--- config.mk ---
export PLATFORM = sky130hd
export DESIGN_NAME = vec_stream_loader
export DESIGN_NICKNAME = d
export VERILOG_FILES = /design/src/rtl/vec_pkg.sv /design/src/rtl/vec_bank_reg.sv /design/src/rtl/vec_stream_loader.sv
export SDC_FILE = /design/constraint.sdc
export NUM_CORES = 1
export LEC_CHECK = 0
export ABC_CLOCK_PERIOD_IN_PS = 2500
export CAP_MARGIN = 20
export CORE_MARGIN = 2
export CORE_UTILIZATION = 36
export DETAILED_ROUTE_END_ITERATION = 7
export PLACE_DENSITY = 0.55
export SYNTH_ARGS = -nofsm -noshare
export SYNTH_HDL_FRONTEND = slang
export SYNTH_SLANG_ARGS = --single-unit
--- constraint.sdc ---
create_clock -name clk -period 2.5 [get_ports clk]
set_input_delay 0.5 -clock clk [delete_from_list [all_inputs] [get_ports clk]]
set_output_delay 0.5 -clock clk [all_outputs]
set_load 0.02 [all_outputs]
--- src/rtl/vec_pkg.sv ---
`default_nettype none
// ---------------------------------------------------------------------------
// vec_pkg - element-pair and bank types shared by the vector loader. rev 1.0
// ---------------------------------------------------------------------------
package vec_pkg;

  localparam int BITS_NUM = 4;
  localparam int LANES    = 4;

  typedef struct packed {
    logic [BITS_NUM-1:0] a;
    logic [BITS_NUM-1:0] b;
  } pair_t;

  typedef pair_t [LANES-1:0] bank_t;

endpackage
`default_nettype wire

--- src/rtl/vec_bank_reg.sv ---
`default_nettype none
// ---------------------------------------------------------------------------
// vec_bank_reg - LANES x pair register bank: per-lane write, whole load. rev 1.0
// ---------------------------------------------------------------------------
module vec_bank_reg
  import vec_pkg::*;
(
  input  logic             clk,
  input  logic             rst,
  input  logic [LANES-1:0] wr_en,
  input  pair_t            wr_data,
  input  logic             load,
  input  bank_t            load_data,
  output bank_t            q
);

  // A whole-bank load takes priority over individual lane writes.
  always_ff @(posedge clk or posedge rst) begin
    if (rst) begin
      q <= '0;
    end else if (load) begin
      q <= load_data;
    end else begin
      for (int i = 0; i < LANES; i++) begin
        if (wr_en[i]) q[i] <= wr_data;
      end
    end
  end

endmodule
`default_nettype wire

--- src/rtl/vec_stream_loader.sv ---
`default_nettype none
// ---------------------------------------------------------------------------
// vec_stream_loader - packs 4 streamed (a,b) beats into a double-buffered
// vector pair; optional VEC_LAST_PAD_EN adds in_last early completion. rev 1.0
// ---------------------------------------------------------------------------
module vec_stream_loader
  import vec_pkg::*;
(
  input  logic                clk,
  input  logic                rst,
  input  logic                in_valid,
  output logic                in_ready,
  input  logic [BITS_NUM-1:0] in_a,
  input  logic [BITS_NUM-1:0] in_b,
`ifdef VEC_LAST_PAD_EN
  input  logic                in_last,
`endif
  output logic [BITS_NUM-1:0] a1,
  output logic [BITS_NUM-1:0] a2,
  output logic [BITS_NUM-1:0] a3,
  output logic [BITS_NUM-1:0] a4,
  output logic [BITS_NUM-1:0] b1,
  output logic [BITS_NUM-1:0] b2,
  output logic [BITS_NUM-1:0] b3,
  output logic [BITS_NUM-1:0] b4,
  output logic                vec_valid,
  input  logic                vec_ready,
  output logic [1:0]          beat_cnt
);

  localparam logic [0:0] OB_IDLE = 1'b0;
  localparam logic [0:0] OB_FULL = 1'b1;

  logic [0:0]       ob_state;
  logic [0:0]       ob_state_nxt;
  logic             completing;
  logic             xfer;
  logic             load;
  logic [LANES-1:0] wr_en;
  pair_t            in_pair;
  bank_t            collect_q;
  bank_t            next_bank;
  bank_t            out_q;

`ifdef VEC_LAST_PAD_EN
  assign completing = (beat_cnt == 2'd3) || in_last;
`else
  assign completing = (beat_cnt == 2'd3);
`endif

  // Only a completing beat can stall; combinational path from vec_ready.
  assign in_ready = !(completing && vec_valid && !vec_ready);
  assign xfer     = in_valid && in_ready;
  assign load     = xfer && completing;
  assign in_pair  = {in_a, in_b};

  always_comb begin
    wr_en           = '0;
    wr_en[beat_cnt] = xfer;
  end

  // Output bank image: collected lanes plus the completing beat.
  always_comb begin
    next_bank           = collect_q;
    next_bank[beat_cnt] = in_pair;
`ifdef VEC_LAST_PAD_EN
    for (int i = 0; i < LANES; i++) begin
      if (2'(i) > beat_cnt) next_bank[i] = '0;
    end
`endif
  end

  always_ff @(posedge clk or posedge rst) begin
    if (rst) begin
      beat_cnt <= 2'd0;
    end else if (xfer) begin
      beat_cnt <= completing ? 2'd0 : beat_cnt + 2'd1;
    end
  end

  vec_bank_reg u_collect (
    .clk       (clk),
    .rst       (rst),
    .wr_en     (wr_en),
    .wr_data   (in_pair),
    .load      (1'b0),
    .load_data ('0),
    .q         (collect_q)
  );

  vec_bank_reg u_output (
    .clk       (clk),
    .rst       (rst),
    .wr_en     ('0),
    .wr_data   ('0),
    .load      (load),
    .load_data (next_bank),
    .q         (out_q)
  );

  always_ff @(posedge clk or posedge rst) begin
    if (rst) ob_state <= OB_IDLE;
    else     ob_state <= ob_state_nxt;
  end

  always_comb begin
    ob_state_nxt = ob_state;
    case (ob_state)
      OB_IDLE: if (load) ob_state_nxt = OB_FULL;
      OB_FULL: begin
        if (load)           ob_state_nxt = OB_FULL;
        else if (vec_ready) ob_state_nxt = OB_IDLE;
      end
      default: ob_state_nxt = OB_IDLE;
    endcase
  end

  always_comb begin
    vec_valid = (ob_state == OB_FULL);
  end

  assign a1 = out_q[0].a;
  assign a2 = out_q[1].a;
  assign a3 = out_q[2].a;
  assign a4 = out_q[3].a;
  assign b1 = out_q[0].b;
  assign b2 = out_q[1].b;
  assign b3 = out_q[2].b;
  assign b4 = out_q[3].b;

endmodule
`default_nettype wire
==> flow_metrics.py <==
metrics = {
    "outcome": {
        "status": "complete, no violations",
    },
    "setup_path": {
        "critPathLaunchType": "flop",
        "reg2reg_depth": 4,
        "cp-startpoint": "beat_cnt[0]$_DFFE_PP0P_",
        "crit_arrival_ps": 1800,
        "regToRegSetupSlack_ps": 580,
        "endpoint_kind": "primary output",
        "cp_slowest_cell": "clkdlybuf4s50_1",
        "path_cells": "ha_1, nand3b_4, clkdlybuf4s50_1",
        "r2r_start": "beat_cnt[0]$_DFFE_PP0P_",
        "r2r-end": "u_collect.q[1]$_DFFE_PP0P_",
        "cpLargestDelayFamily": "buffers and inverters",
        "cp.required_ps": 2000,
        "critPathCapture": "in_ready",
        "critPathBufInv": 1,
        "cp.depth": 3,
        "path_max_fanout": 7,
        "critPathMaxStageDelay_ps": 610,
        "path_class": "reg -> out",
    },
    "place": {
        "port_buffers": 47,
        "gp_congestion": 0.6961,
        "postPlaceCellArea_um2": 3177,
        "dpl.hpwl_um": 3513,
    },
    "grt": {
        "grt_util_all_layers": 0.1432,
        "antenna_found_initial": 0,
        "overflow": 0,
        "grt_start_max_net_pins": 34,
        "grt_pass1_vias": 1623,
        "grt_pass1_wl_um": 8176,
    },
    "logic_synthesis": {
        "netlist_area_um2": 2631,
        "ys_ff_latch": 59,
        "yosys_warnings": 0,
        "synth_nets": 185,
        "synth_area_leaders": "dfrtp_1 56%, mux2_2 33%, buf_6 3.0%, ha_1 1.9%, and3_2 0.86%",
        "synth_cell_types": 15,
        "synth_top_cell_area_share": 0.5611,
        "ys_seq_area_frac": 0.5611,
        "synthCells": 169,
        "syn_area_per_cell_um2": 15.57,
        "yosysTopAreaCell": "dfrtp_1",
    },
    "power": {
        "p_int_mw": 3.151,
        "power_mw": 4.706,
        "p_sw_frac": 0.3305,
        "p_clk_frac": 0.167,
        "p_switching_mw": 1.555,
        "combPwrFrac": 0.472,
        "seq_power_share": 0.361,
        "power.leakage_nw": 1.435,
        "ir_worst_vdd_v": 0.0006581,
        "p_per_area_nw_per_um2": 1402,
    },
    "timing": {
        "final_hold_viol_count": 0,
        "finalSetupTns_ps": 0,
        "fin_crit_ps": 2297,
        "period_share": 0.9188,
        "fin_hold_ws_ps": 489.7,
        "maxSlewViolCount": 0,
        "finClkSkew_ps": 7.790,
        "rsz0062_at_grt": "no",
        "worst_pin_slew_ps": 668.1,
        "slew_headroom": 0.5540,
        "max_freq_mhz": 435.3,
        "setup_viol": 0,
    },
    "final_layout": {
        "nets": 239,
        "diodes": 0,
        "finalInstanceArea_um2": 3356,
        "layout_common_cells": "78 x mux2_2, 59 x dfrtp_1, 47 x clkdlybuf4s50_1",
        "post-route-util": 0.4677,
        "syn_to_final_growth_pct": 27.53,
        "layout-drive-gt1-share": 0.4626,
        "final_common_cell": "mux2_2",
    },
    "floorplan": {
        "ios": 48,
        "row_count": 31,
        "core_area_um2": 7176,
        "die_area_um2": 8009,
        "initial_core_util": 0.3667,
        "die_w_um": 89.50,
        "die_h_um": 89.50,
    },
    "min_path": {
        "min_from": "u_output.q[11]$_DFFE_PP0P_",
        "worstHoldPathType": "reg -> reg",
        "whs_path_depth": 1,
    },
    "detailed_routing": {
        "vias": 1524,
        "vias_per_cell": 4.675,
        "drt_wl_total_um": 5103,
        "drc": 0,
        "ant_nets": 0,
        "drtIter0Drc": 26,
        "avgRoutedWirePerCell_um": 15.65,
        "drt-pass1-iter-count": 2,
    },
    "cts": {
        "clkTransAtPathRegs_ps": 60,
        "cts_hold_buffers": 0,
        "ctsResizeCount": 0,
        "tritoncts": "built",
        "cts-htree-levels": 3,
        "cts_buffer_depth": 2,
        "cts_setup_buffers": 0,
        "cts_root_buffer": "clkbuf_8",
        "clkSinkCount": 59,
        "clock_latency_ps": 340,
        "cts_buffers": 9,
    },
    "run": {
        "max_cap_viol_count": 0,
    },
}
worst min-delay path by stage:
| stage | endpoint | slack (ps) |
|---|---|---|
| 2_1_floorplan | u_collect.q[0]$_DFFE_PP0P_ | 480 |
| 3_3_place_gp | u_output.q[22]$_DFFE_PP0P_ | 480 |
| 3_5_place_dp | u_output.q[11]$_DFFE_PP0P_ | 480 |
| 4_1_cts | u_output.q[11]$_DFFE_PP0P_ | 490 |
| 5_1_grt | u_output.q[11]$_DFFE_PP0P_ | 510 |
| 6_report | u_output.q[11]$_DFFE_PP0P_ | 490 |
layer usage:
metal | wire length [um] | track usage | part of all wire
met1 | 2307 | 0.1816 | 0.45
met2 | 2514 | 0.2263 | 0.49
met3 | 185 | 0.03878 | 0.036
met4 | 95 | 0.07056 | 0.019
met5 | 0 | 0 | 0
power groups by stage:
stage                     Clock, mW  Sequential, mW  Combinational [mW]
after floorplan                   0            2.02                1.11
final                         0.787            1.70                2.22
after global placement            0            1.69                2.21
after global routing          0.855            1.77                2.38
after detailed placement          0            1.72                2.24
after CTS                     0.807            1.71                2.25
synth_stat cells:
cell type / n
nand2_1: 2
a31oi_1: 1
inv_1: 4
buf_2: 3
dfrtp_1: 59
ha_1: 4
mux2_2: 78
a21oi_1: 2
a31o_2: 1
mux2_1: 2
nand3b_4: 1
and3_2: 3
buf_6: 7
nand2b_1: 1
nor2b_4: 1
registers in the layout, indices dropped and copies added (netlist names):
register,cells
vec_valid,1
u_collect.q,24
u_output.q,32
beat_cnt,2
through the flow:
step / setup slack (ps) / std cells
finish: 202.9 / 326
global route: 129.3 / 326
CTS: 181.6 / 326
detailed placement: 241.9 / 311
global placement: 273.1 / 311
floorplan: 543.7 / 169
area by class of cell:
class | instances | area, um2
clock buffers | 13 | 168.9
clock inverters | 2 | 10.01
fillers | 644 | 3820
inverters | 4 | 15.01
multi-input cells | 96 | 1046
flip-flops and latches | 59 | 1476
well taps | 99 | 123.9
repair buffers | 53 | 515.5
cells by family (layout without fill, tap and decap cells):
family	Yosys count	in the layout	share of synthesized area
AOI/OAI and AO/OA	4	4	0.009513
adders and majority gates	4	4	0.01902
buffers and inverters	14	72	0.04137
DFF	59	59	0.5611
muxes	80	80	0.3424
and+or+nand+nor	8	8	0.02663
worst register-to-register path: cells and delay by family, from the launching register on:
kind	cells	cell delay, ps
adder cells (fa/ha/maj)	1	450
buffers and inverters	1	110
flip-flops	1	440
multiplexers	1	360
AND/OR/NAND/NOR	1	440
(Power assumes the default switching activity.)
